==> src/rtl/ins_fetcher.sv <==
// Sequential instruction fetcher: walks the PC in +4 steps, one outstanding memory request at a time.
// Optional direct-mapped word cache enabled by defining IFETCH_ICACHE_EN.
module ins_fetcher #(
  parameter logic [31:0] RESET_PC     = 32'h0,
  parameter int unsigned ICACHE_LINES = 16
) (
  input  logic        clk_in,
  input  logic        rst_in,
  input  logic        rdy_in,
  output logic        ins_ready,
  output logic [31:0] ins,
  output logic [31:0] pc,
  input  logic        IFetcher_stall,
  input  logic        IFetcher_clear,
  input  logic [31:0] IFetcher_new_addr,
  output logic        mem_req,
  output logic [31:0] mem_addr,
  input  logic        mem_done,
  input  logic [31:0] mem_data
);

  typedef enum logic [1:0] {IDLE, WAIT, DRAIN} state_t;

  state_t      state, state_d;
  logic [31:0] fetch_pc, fetch_pc_d, ins_d, pc_d, mem_addr_d;
  logic        ins_ready_d, mem_req_d;
  logic        consume, hit;
  logic [31:0] hit_data;

  assign consume = ins_ready && !IFetcher_stall;

`ifdef IFETCH_ICACHE_EN
  // ICACHE_LINES must be a power of two, at least 2.
  localparam int IDX_W = $clog2(ICACHE_LINES);
  localparam int TAG_W = 30 - IDX_W;

  logic [31:0]             c_data [ICACHE_LINES];
  logic [TAG_W-1:0]        c_tag  [ICACHE_LINES];
  logic [ICACHE_LINES-1:0] c_vld;
  logic [IDX_W-1:0]        lk_idx, fl_idx;

  assign lk_idx   = fetch_pc[IDX_W+1:2];
  assign fl_idx   = mem_addr[IDX_W+1:2];
  assign hit      = c_vld[lk_idx] && (c_tag[lk_idx] == fetch_pc[31:IDX_W+2]);
  assign hit_data = c_data[lk_idx];

  // Drained responses are still real memory contents, so they fill too.
  always_ff @(posedge clk_in) begin
    if (!rst_in) begin
      c_vld <= '0;
    end else if (rdy_in && mem_done && state != IDLE) begin
      c_vld[fl_idx]  <= 1'b1;
      c_data[fl_idx] <= mem_data;
      c_tag[fl_idx]  <= mem_addr[31:IDX_W+2];
    end
  end
`else
  assign hit      = 1'b0;
  assign hit_data = '0;
`endif

  always_comb begin
    state_d     = state;
    fetch_pc_d  = fetch_pc;
    ins_d       = ins;
    pc_d        = pc;
    ins_ready_d = ins_ready;
    mem_req_d   = mem_req;
    mem_addr_d  = mem_addr;
    if (consume) ins_ready_d = 1'b0;

    case (state)
      IDLE: begin
        if (!ins_ready || consume) begin
          if (hit) begin
            ins_d       = hit_data;
            pc_d        = fetch_pc;
            ins_ready_d = 1'b1;
            fetch_pc_d  = fetch_pc + 32'd4;
          end else begin
            mem_req_d  = 1'b1;
            mem_addr_d = fetch_pc;
            state_d    = WAIT;
          end
        end
      end
      WAIT: begin
        if (mem_done) begin
          ins_d       = mem_data;
          pc_d        = fetch_pc;
          ins_ready_d = 1'b1;
          fetch_pc_d  = fetch_pc + 32'd4;
          mem_req_d   = 1'b0;
          state_d     = IDLE;
        end
      end
      DRAIN: begin
        if (mem_done) begin
          mem_req_d = 1'b0;
          state_d   = IDLE;
        end
      end
      default: state_d = IDLE;
    endcase

    // Redirect wins over everything above; an in-flight request must still complete.
    if (IFetcher_clear) begin
      fetch_pc_d  = IFetcher_new_addr;
      ins_ready_d = 1'b0;
      ins_d       = ins;
      pc_d        = pc;
      case (state)
        WAIT: begin
          if (mem_done) begin
            mem_req_d = 1'b0;
            state_d   = IDLE;
          end else begin
            state_d   = DRAIN;
          end
        end
        DRAIN: ;
        default: begin
          mem_req_d  = 1'b0;
          mem_addr_d = mem_addr;
          state_d    = IDLE;
        end
      endcase
    end
  end

  always_ff @(posedge clk_in) begin
    if (!rst_in) begin
      state     <= IDLE;
      fetch_pc  <= RESET_PC;
      ins       <= '0;
      pc        <= '0;
      ins_ready <= 1'b0;
      mem_req   <= 1'b0;
      mem_addr  <= '0;
    end else if (rdy_in) begin
      state     <= state_d;
      fetch_pc  <= fetch_pc_d;
      ins       <= ins_d;
      pc        <= pc_d;
      ins_ready <= ins_ready_d;
      mem_req   <= mem_req_d;
      mem_addr  <= mem_addr_d;
    end
  end

endmodule

==> config.mk <==
export PLATFORM = sky130hd
export DESIGN_NAME = ins_fetcher
export DESIGN_NICKNAME = d
export VERILOG_FILES = /design/src/rtl/ins_fetcher.sv
export SDC_FILE = /design/constraint.sdc
export NUM_CORES = 1
export LEC_CHECK = 0
export ABC_AREA = 1
export CAP_MARGIN = 20
export CORE_UTILIZATION = 30
export DETAILED_ROUTE_END_ITERATION = 7
export PLACE_DENSITY_LB_ADDON = 0.3
export SLEW_MARGIN = 0
export SYNTH_ARGS = -nofsm -noshare
export SYNTH_HDL_FRONTEND = slang
export SYNTH_SLANG_ARGS = --single-unit
==> constraint.sdc <==
create_clock -name clk_in -period 2.2 [get_ports clk_in]
set_clock_uncertainty 0.1 [all_clocks]
set_input_delay 0.33 -clock clk_in [delete_from_list [all_inputs] [get_ports clk_in]]
set_output_delay 0.33 -clock clk_in [all_outputs]
set_load 0.02 [all_outputs]
==> impl_table.tex, run 1 <==
\begin{tabular}{lr}
\hline
Metric & Value \\
\hline
\multicolumn{2}{l}{\textbf{Synthesis}} \\
\quad Sequential fraction of the synthesis area & 45.19\% \\
\quad Post-synthesis sequential element count & 132 \\
\quad Post-synthesis cell count & 857 \\
\quad Yosys cell types & 29 \\
\quad Netlist area before placement & 0.005848 mm² \\
\quad Synthesized net count & 932 \\
\quad Synth warn & 0 \\
\quad Avg Cell Area, Syn & 6.824 µm² \\
\multicolumn{2}{l}{\textbf{Drt}} \\
\quad Post-detailed-route via-to-cell ratio & 4.564 \\
\quad Residual DRC count & 0 \\
\quad Initial DRT Pass Iterations & 5 \\
\quad Routed Antenna Nets & 0 \\
\quad Vias after detailed routing & 5888 \\
\quad Average detailed-routed wire length per instance & 14.00 µm \\
\quad Number of DRC markers after the initial detailed-route iteration & 287 \\
\quad Wirelength, routed & 18070 µm \\
\multicolumn{2}{l}{\textbf{Place}} \\
\quad Port-buffer cells & 167 \\
\quad Gp weighted congestion & 0.9605 \\
\quad Post-DP HPWL & 13060 µm \\
\quad Number of instances in the placed design & 1258 \\
\quad Dpl cell area & 0.007854 mm² \\
\multicolumn{2}{l}{\textbf{Floorplanning}} \\
\quad Die footprint & 0.02006 mm² \\
\quad Vertical die dimension & 141.6 µm \\
\quad Placeable core area & 0.01889 mm² \\
\quad Site row count & 50 \\
\quad Starting Density & 30.95\% \\
\quad Ports placed on the boundary & 168 \\
\quad DIE WIDTH & 141.6 µm \\
\multicolumn{2}{l}{\textbf{Setup path}} \\
\quad Termination of the worst setup path & state[1] \\
\quad Origin of the critical flop-to-flop path & state[0] \\
\quad Number of cells on the worst reg-to-reg path & 9 \\
\quad Critical path buffers and inverters & 2 \\
\quad Endpoint class of the critical path & flip-flop \\
\quad Category of the worst setup path launch point & flip-flop \\
\quad Classification of the worst setup path & reg -> reg \\
\quad Endpoint of the lowest-slack register-to-register path & state[1] \\
\quad Worst path cell trace & inv\_1 -> ha\_1 -> inv\_1 -> nor2\_1 -> or2\_2 -> nand2\_1 -> o21ai\_0 -> nand3\_1 -> a21oi\_1 \\
\quad Crit-path most repeated cell & inv\_1 \\
\quad Delay of the slowest cell on the worst path & 390 ps \\
\quad Depth of the critical timing path with buffers and inverters included & 9 \\
\quad Minimum setup slack among reg-to-reg paths & 260 ps \\
\quad Dominant delay contributor by cell family on the critical path & simple AND/OR/NAND/NOR gates \\
\quad Worst setup path startpoint & state[0] \\
\quad Cell at the slowest stage of the critical path & dfxtp\_1 \\
\quad Crit path required time & 2460 ps \\
\quad Crit-path max FO & 4 \\
\quad Signal arrival time at the worst endpoint & 2200 ps \\
\multicolumn{2}{l}{\textbf{Clock network}} \\
\quad Setup fix buffers added after clock tree synthesis & 0 \\
\quad Number of buffers between clock root and the deepest sink & 2 \\
\quad Clock insertion delay at the later pin of the skew report & 430 ps \\
\quad Number of gates resized after CTS & 0 \\
\quad Clock sink count & 132 \\
\quad Total of hold buffers inserted after clock tree synthesis & 0 \\
\quad Clock Tree Root & clkbuf\_16 \\
\quad CTS tree & built \\
\quad Post-CTS clock slew at the launch and capture registers of the worst setup and hold paths & 60 ps \\
\quad CTS HTree Levels & 4 \\
\quad Number of buffers created by CTS & 17 \\
\multicolumn{2}{l}{\textbf{Power and ir drop}} \\
\quad Max VDD drop & 0.5582 mV \\
\quad Pleak & 0.003279 µW \\
\quad Pwr dens & 756.7 mW/mm² \\
\multicolumn{2}{l}{\textbf{Outcome}} \\
\quad Status & complete, no violations \\
\multicolumn{2}{l}{\textbf{Timing}} \\
\quad Post-layout min period & 1943 ps \\
\quad Final Hold Violating Endpoints & 0 \\
\quad Worst hold slack & 237.6 ps \\
\quad RSZ-0062 raised after global routing & false \\
\quad Count of pins over their slew limit & 0 \\
\quad Setup violators final & 0 \\
\quad Tightest slew margin relative to the limit & 71.26\% \\
\quad Final period utilization & 88.34\% \\
\quad Setup tns final & 0 ps \\
\quad Slew @ Worst Pin & 429.4 ps \\
\quad F\_max & 514.6 MHz \\
\multicolumn{2}{l}{\textbf{Cells and area}} \\
\quad Area added between synthesis and finish & 45.27\% \\
\quad Non-Filler Cell Area, Final & 0.008496 mm² \\
\quad Final standard cell count with taps included and fillers excluded & 1290 \\
\quad Most common cell after layout, fill and taps aside & nand2\_1 \\
\quad Ratio of cells with drive above 1 in the final layout & 6.019\% \\
\quad Number of diodes added for antenna fixing & 0 \\
\quad Nets@finish & 1092 \\
\quad Util after Layout & 44.97\% \\
\quad Commonest cells after routing, fill and taps aside & nand2\_1 (199), clkdlybuf4s50\_1 (166), dfxtp\_1 (132), nor2\_1 (131), o21ai\_0 (114) \\
\multicolumn{2}{l}{\textbf{Job}} \\
\quad Maximum Capacitance Violations & 0 \\
\multicolumn{2}{l}{\textbf{Worst hold path}} \\
\quad Path type of the worst min-delay path & in -> reg \\
\multicolumn{2}{l}{\textbf{GRT}} \\
\quad Antenna violations before repair & 0 \\
\quad Pin count of the biggest net entering global routing & 75 \\
\quad First-pass GRT wire length & 29030 µm \\
\quad Gr usage total & 18.71\% \\
\quad Remaining global-route overflow & 0 \\
\quad Number of global-route vias before repair & 5604 \\
\hline
\end{tabular}
## cells in the mapped netlist
master	number	area, µm²
a211oi_1	1	7.510
a21oi_1	89	445.4
a31oi_1	2	12.51
buf_1	3	11.26
buf_2	11	55.05
buf_4	2	15.01
buf_6	2	22.52
clkbuf_1	27	101.4
clkbuf_2	2	10.01
dfxtp_1	132	2643
ha_1	5	62.56
inv_1	74	277.8
inv_2	2	7.510
nand2_1	199	747.0
nand2_2	2	12.51
nand3_1	39	195.2
nand3_2	2	20.02
nand4_1	2	12.51
nor2_1	131	491.7
nor2_2	1	6.260
nor2_4	2	22.52
o211ai_2	1	12.51
o21ai_0	114	570.6
o21ai_1	4	20.02
o221ai_1	1	8.760
o31ai_1	1	7.510
or2_2	1	6.260
xnor2_1	1	8.760
xor2_1	4	35.03
## through the flow
stage                     power [µW]  setup WS (ps)
after floorplan                 2976          569.6
after global placement          3368          186.1
after detailed placement        3374          173.9
after CTS                       6501          266.2
after global routing            6678          29.17
final                           6429          256.6
## routing by layer
metal | GRT usage, % | routed length [µm]
met5 | 0 | 0
met1 | 23.86 | 8345
met2 | 28.93 | 7981
met4 | 6.961 | 327
met3 | 6.615 | 1412
## cell type report
class                           instances  area [µm²]
Fill cell                            1970       10400
Multi-Input combinational cell        602        2714
Sequential cell                       132        2643
Timing Repair Buffer                  188        1887
Clock buffer                           20       436.7
Tap cell                              260       325.3
Inverter                               76       285.3
Clock inverter                         12       205.2
## sequential cells by signal, indices dropped and copies added (netlist names)
name and flops:
mem_addr 32, fetch_pc 32, state 2, ins 32, ins_ready 1, mem_req 1
pc 32
## cell families after synthesis
| group | Yosys count | synth area share, % |
|---|---|---|
| and+or+nand+nor | 379 | 25.89 |
| AOI/OAI and AO/OA | 213 | 18.55 |
| DFF | 132 | 45.19 |
| buffers and inverters | 123 | 8.558 |
| xor gates and xnor gates | 5 | 0.7488 |
| adders and majority gates | 5 | 1.070 |
## where the power goes
group | internal [µW] | switching [µW] | total, µW
clock | 2010 | 1090 | 3110
sequential | 2490 | 75.6 | 2570
combinational | 358 | 393 | 751
total | 4870 | 1560 | 6430
## worst min-delay path: stages
cell and delay (ps):
buf_2 220, o21ai_0 120, a21oi_1 40
## how the worst min path moves through the flow
| stage | from | cells past startpoint | slack (ps) | end |
|---|---|---|---|---|
| floorplan | rdy_in | 1 | 330 | mem_req |
| global placement | mem_addr[15] | 2 | 330 | mem_addr[15] |
| detailed placement | mem_addr[13] | 2 | 340 | mem_addr[13] |
| CTS | rst_in | 3 | 220 | mem_addr[8] |
| global route | rst_in | 3 | 240 | fetch_pc[3] |
| finish | rst_in | 3 | 240 | fetch_pc[2] |
Power figures use the tool's default switching activity.
==> run 2: changes to the inputs <==
--- a/config.mk
+++ b/config.mk
@@ -7,6 +7,7 @@
 export LEC_CHECK = 0
 export ABC_AREA = 1
 export CAP_MARGIN = 20
+export CORE_ASPECT_RATIO = 1.4
 export CORE_UTILIZATION = 30
 export DETAILED_ROUTE_END_ITERATION = 7
 export PLACE_DENSITY_LB_ADDON = 0.3
==> impl_table.tex, run 2 (same netlist as run 1, synthesis figures left out) <==
\begin{tabular}{lr}
\hline
Metric & Value \\
\hline
\multicolumn{2}{l}{\textbf{Outcome}} \\
\quad Status & complete, no violations \\
\multicolumn{2}{l}{\textbf{Clock network}} \\
\quad Clock sink count & 132 \\
\quad Number of buffers created by CTS & 17 \\
\quad Setup fix buffers added after clock tree synthesis & 0 \\
\quad Post-CTS clock slew at the launch and capture registers of the worst setup and hold paths & 60 ps \\
\quad CTS HTree Levels & 4 \\
\quad Number of buffers between clock root and the deepest sink & 2 \\
\quad CTS tree & built \\
\quad Clock Tree Root & clkbuf\_16 \\
\quad Clock insertion delay at the later pin of the skew report & 420 ps \\
\quad Total of hold buffers inserted after clock tree synthesis & 0 \\
\quad Number of gates resized after CTS & 0 \\
\multicolumn{2}{l}{\textbf{Cells and area}} \\
\quad Ratio of cells with drive above 1 in the final layout & 5.550\% \\
\quad Nets@finish & 1089 \\
\quad Non-Filler Cell Area, Final & 0.008413 mm² \\
\quad Most common cell after layout, fill and taps aside & nand2\_1 \\
\quad Area added between synthesis and finish & 43.86\% \\
\quad Final standard cell count with taps included and fillers excluded & 1275 \\
\quad Number of diodes added for antenna fixing & 0 \\
\quad Commonest cells after routing, fill and taps aside & nand2\_1 (199), clkdlybuf4s50\_1 (166), dfxtp\_1 (132), nor2\_1 (131), o21ai\_0 (114) \\
\multicolumn{2}{l}{\textbf{Drt}} \\
\quad Average detailed-routed wire length per instance & 14.72 µm \\
\quad Initial DRT Pass Iterations & 5 \\
\quad Post-detailed-route via-to-cell ratio & 4.741 \\
\quad Vias after detailed routing & 6045 \\
\quad Wirelength, routed & 18770 µm \\
\quad Routed Antenna Nets & 0 \\
\quad Residual DRC count & 0 \\
\quad Number of DRC markers after the initial detailed-route iteration & 263 \\
\multicolumn{2}{l}{\textbf{Power and ir drop}} \\
\quad Pwr dens & 739.3 mW/mm² \\
\quad PnR Total Power & 6220 µW \\
\quad Pleak & 0.003235 µW \\
\quad Max VDD drop & 0.4559 mV \\
\multicolumn{2}{l}{\textbf{GRT}} \\
\quad First-pass GRT wire length & 29520 µm \\
\quad Pin count of the biggest net entering global routing & 76 \\
\quad Met3 routing resource usage after global routing & 4.257\% \\
\quad Gr usage total & 18.95\% \\
\quad Remaining global-route overflow & 0 \\
\quad Antenna violations before repair & 0 \\
\quad Number of global-route vias before repair & 5573 \\
\quad Met2 layer usage reported by global route & 33.63\% \\
\quad GRT Max-Usage Layer & met2 \\
\quad Met1 routing resource usage after global routing & 21.26\% \\
\multicolumn{2}{l}{\textbf{Setup path}} \\
\quad Minimum setup slack among reg-to-reg paths & 270 ps \\
\quad Endpoint class of the critical path & flip-flop \\
\quad Crit path required time & 2440 ps \\
\quad Signal arrival time at the worst endpoint & 2170 ps \\
\quad Classification of the worst setup path & reg -> reg \\
\quad Crit-path max FO & 4 \\
\quad Category of the worst setup path launch point & flip-flop \\
\multicolumn{2}{l}{\textbf{Timing}} \\
\quad F\_max & 518.3 MHz \\
\quad Setup tns final & 0 ps \\
\quad RSZ-0062 raised after global routing & false \\
\quad Tightest slew margin relative to the limit & 56.59\% \\
\quad Worst hold slack & 322.8 ps \\
\quad Slew @ Worst Pin & 650.5 ps \\
\quad Count of pins over their slew limit & 0 \\
\quad Post-layout min period & 1930 ps \\
\quad Setup violators final & 0 \\
\quad Final Hold Violating Endpoints & 0 \\
\quad Final period utilization & 87.71\% \\
\multicolumn{2}{l}{\textbf{Floorplanning}} \\
\quad Site row count & 60 \\
\quad Placeable core area & 0.01914 mm² \\
\quad Die footprint & 0.02006 mm² \\
\quad Vertical die dimension & 167.2 µm \\
\quad DIE WIDTH & 120 µm \\
\quad Ports placed on the boundary & 168 \\
\quad Starting Density & 30.55\% \\
\multicolumn{2}{l}{\textbf{Place}} \\
\quad Dpl cell area & 0.007816 mm² \\
\quad Post-DP HPWL & 13600 µm \\
\quad Gp weighted congestion & 0.9112 \\
\quad Number of instances in the placed design & 1243 \\
\quad Port-buffer cells & 167 \\
\multicolumn{2}{l}{\textbf{Worst hold path}} \\
\quad Path type of the worst min-delay path & in -> reg \\
\multicolumn{2}{l}{\textbf{Job}} \\
\quad Maximum Capacitance Violations & 0 \\
\hline
\end{tabular}
-- run 2: cell types whose count changed in the layout (fill, tap and decap cells not counted), sizes merged --
cell / change
clkbuf: +4
clkinv: -4
buf: -3
bufinv: -2
clkinvlp: +2
-- run 2: stage by stage --
stage | setup slack (ps) | utilization (%)
after CTS | 295.6 | 43.95
final | 270.5 | 43.95
after global placement | 171.9 | 40.83
after floorplan | 569.6 | -
after global routing | 41.81 | 43.95
after detailed placement | 168.7 | 40.83
-- run 2: worst max-delay path, cell delays in order, from the launching register on --
cell     delay [ps]
dfxtp_1         390
inv_1            90
ha_1            360
inv_1            50
nor2_1          230
or2_2           170
nand2_1          40
o21ai_0         200
nand3_1         110
a21oi_1         120
-- run 2: layer usage --
metal / up-vias / wire [µm]
li1: 3055 / -
met1: 2778 / 7541
met2: 188 / 9730
met3: 24 / 1040
met4: 0 / 458
met5: - / 0
-- run 2: final timing paths --
kind	start	cells past startpoint	endpoint
max	state[0]	9	state[1]
min	rst_in	4	pc[23]
max reg2reg	state[0]	9	state[1]
min reg2reg	mem_addr[16]	2	mem_addr[16]
-- run 2: layout make-up --
class / instances / area (µm²)
Inverter: 76 / 285.3
Clock buffer: 24 / 471.7
Sequential cell: 132 / 2643
Multi-Input combinational cell: 602 / 2714
Clock inverter: 8 / 125.1
Fill cell: 2040 / 10730
Tap cell: 248 / 310.3
Timing Repair Buffer: 185 / 1864
-- run 2: power by group --
| part | internal, µW | total (µW) | switching [µW] |
|---|---|---|---|
| Clock | 1840 | 2900 | 1060 |
| Sequential | 2490 | 2570 | 79.5 |
| Combinational | 355 | 747 | 391 |
==> run 3: changes to the inputs <==
--- a/config.mk
+++ b/config.mk
@@ -8,8 +8,10 @@
 export ABC_AREA = 1
 export CAP_MARGIN = 20
 export CORE_ASPECT_RATIO = 1.4
-export CORE_UTILIZATION = 30
+export CORE_MARGIN = 2
+export CORE_UTILIZATION = 40
 export DETAILED_ROUTE_END_ITERATION = 7
+export DONT_BUFFER_PORTS = 1
 export PLACE_DENSITY_LB_ADDON = 0.3
 export SLEW_MARGIN = 0
 export SYNTH_ARGS = -nofsm -noshare
==> impl_table.tex, run 3 (same netlist as run 1, synthesis figures left out) <==
\begin{tabular}{lr}
\hline
Metric & Value \\
\hline
\multicolumn{2}{l}{\textbf{Power and ir drop}} \\
\quad Part of the power in combinational logic & 7.1\% \\
\quad PnR Total Power & 5926 µW \\
\quad Internal Dissipation & 4271 µW \\
\quad Clock network power share & 47.7\% \\
\quad Net switching power & 1655 µW \\
\quad Max VDD drop & 0.4807 mV \\
\quad Pwr dens & 848.6 mW/mm² \\
\quad Switch share & 27.92\% \\
\quad Pleak & 0.002755 µW \\
\quad Sequential fraction of design power & 45.2\% \\
\multicolumn{2}{l}{\textbf{Setup path}} \\
\quad Delay of the slowest cell on the worst path & 440 ps \\
\quad Cell at the slowest stage of the critical path & dfxtp\_1 \\
\quad Category of the worst setup path launch point & flip-flop \\
\quad Crit path required time & 2390 ps \\
\quad Signal arrival time at the worst endpoint & 2140 ps \\
\quad Classification of the worst setup path & reg -> reg \\
\quad Endpoint class of the critical path & flip-flop \\
\quad Worst path cell trace & ha\_1 -> nand3\_2 -> nor2\_1 -> nand3\_1 -> nand2\_1 -> nand3\_1 -> nand2\_1 -> a21oi\_1 \\
\quad Crit-path max FO & 6 \\
\multicolumn{2}{l}{\textbf{Clock network}} \\
\quad Post-CTS clock slew at the launch and capture registers of the worst setup and hold paths & 60 ps \\
\quad Number of buffers created by CTS & 17 \\
\quad Clock sink count & 132 \\
\quad Clock Tree Root & clkbuf\_16 \\
\quad Number of gates resized after CTS & 0 \\
\quad CTS tree & built \\
\quad CTS HTree Levels & 4 \\
\quad Number of buffers between clock root and the deepest sink & 2 \\
\quad Clock insertion delay at the later pin of the skew report & 420 ps \\
\multicolumn{2}{l}{\textbf{GRT}} \\
\quad Pin count of the biggest net entering global routing & 102 \\
\quad Remaining global-route overflow & 0 \\
\quad Number of global-route vias before repair & 5341 \\
\quad Gr usage total & 23.09\% \\
\quad First-pass GRT wire length & 28170 µm \\
\quad Antenna violations before repair & 0 \\
\multicolumn{2}{l}{\textbf{Place}} \\
\quad Post-placement setup slack & 313.0 ps \\
\quad Gp weighted congestion & 0.9614 \\
\quad Post-DP HPWL & 12070 µm \\
\quad Port-buffer cells & 0 \\
\quad Dpl cell area & 0.005998 mm² \\
\multicolumn{2}{l}{\textbf{Drt}} \\
\quad Residual DRC count & 0 \\
\quad Routed Antenna Nets & 0 \\
\quad Vias after detailed routing & 5497 \\
\quad Average detailed-routed wire length per instance & 16.36 µm \\
\quad Number of DRC markers after the initial detailed-route iteration & 359 \\
\quad Initial DRT Pass Iterations & 5 \\
\quad Post-detailed-route via-to-cell ratio & 5.090 \\
\quad Wirelength, routed & 17670 µm \\
\multicolumn{2}{l}{\textbf{Timing}} \\
\quad RSZ-0062 raised after global routing & false \\
\quad Setup tns final & 0 ps \\
\quad Final period utilization & 88.75\% \\
\quad Post-layout min period & 1952 ps \\
\quad Worst setup slack after layout & 247.5 ps \\
\quad F\_max & 512.2 MHz \\
\quad Slew @ Worst Pin & 437.0 ps \\
\quad Tightest slew margin relative to the limit & 70.76\% \\
\quad Setup violators final & 0 \\
\quad Count of pins over their slew limit & 0 \\
\quad Final Hold Violating Endpoints & 0 \\
\multicolumn{2}{l}{\textbf{Cells and area}} \\
\quad Number of diodes added for antenna fixing & 0 \\
\quad Area added between synthesis and finish & 19.41\% \\
\quad Nets@finish & 953 \\
\quad Most common cell after layout, fill and taps aside & nand2\_1 \\
\quad Util after Layout & 48.56\% \\
\quad Non-Filler Cell Area, Final & 0.006983 mm² \\
\quad Ratio of cells with drive above 1 in the final layout & 6.173\% \\
\quad Commonest cells after routing, fill and taps aside & nand2\_1 (199), dfxtp\_1 (132), nor2\_1 (131), o21ai\_0 (114), a21oi\_1 (89) \\
\multicolumn{2}{l}{\textbf{Floorplanning}} \\
\quad Die footprint & 0.01562 mm² \\
\quad Vertical die dimension & 147.1 µm \\
\quad Ports placed on the boundary & 168 \\
\quad Starting Density & 40.67\% \\
\quad Placeable core area & 0.01438 mm² \\
\quad DIE WIDTH & 106.2 µm \\
\quad Site row count & 52 \\
\multicolumn{2}{l}{\textbf{Outcome}} \\
\quad Status & complete, no violations \\
\multicolumn{2}{l}{\textbf{Job}} \\
\quad Maximum Capacitance Violations & 0 \\
\multicolumn{2}{l}{\textbf{Worst hold path}} \\
\quad Path type of the worst min-delay path & in -> reg \\
\hline
\end{tabular}
## run 3: cell types whose count changed in the layout (fill, tap and decap cells not counted), sizes merged, moves of 2 or more
| cell | change |
|---|---|
| dlygate4sd3 | +37 |
| buf | -7 |
| clkbuf | -7 |
| bufinv | -2 |
| clkdlybuf4s50 | -166 |
| inv | +9 |
## run 3: through the flow
step           hold slack [ps]  instances
3_3_place_gp             333.2       1010
3_5_place_dp             335.9       1010
2_1_floorplan            330.5        857
4_1_cts                  14.94       1080
5_1_grt                  38.45       1080
6_report                 24.51       1080
## run 3: what timing repair did
item	CTS	global route
hold endpoints to repair	102	0
buffers inserted	0	0
hold buffers	38	0
## run 3: path summary, 6_finish.rpt
kind	slack, ps	end	depth (start not counted)	start
setup / recovery	250	fetch_pc[16]	8	fetch_pc[3]
hold / removal	20	fetch_pc[7]	2	IFetcher_clear
setup reg to reg	250	fetch_pc[16]	8	fetch_pc[3]
hold reg to reg	410	fetch_pc[0]	2	fetch_pc[0]
## run 3: area by class of cell
cell class	count	area [µm²]
clock buffers	17	425.4
clock inverters	15	161.4
fillers	1432	7396
inverters	76	285.3
multi-input cells	602	2714
flip-flops and latches	132	2643
well taps	189	236.5
repair buffers	49	518.0
## run 3: power groups by stage
stage / clock, µW / sequential [µW] / combinational [µW]
2_1_floorplan: 0 / 2700 / 279
3_3_place_gp: 0 / 2730 / 333
3_5_place_dp: 0 / 2740 / 337
4_1_cts: 2870 / 2680 / 420
5_1_grt: 2980 / 2690 / 478
6_report: 2830 / 2680 / 419
## run 3: critical path, delay by kind of cell, from the launching register on
family          cells  cell delay, ps
compound gates      1              50
fa+ha+maj           1             320
flops               1             440
simple gates        6             910
## run 3: per-layer routing
| layer | vias up | track usage, % | wire length, µm |
|---|---|---|---|
| met2 | 165 | 40.64 | 9183 |
| met5 | - | 0 | 0 |
| met1 | 2504 | 26.27 | 7045 |
| met4 | 0 | 10.33 | 561 |
| li1 | 2795 | - | - |
| met3 | 33 | 5.457 | 882 |
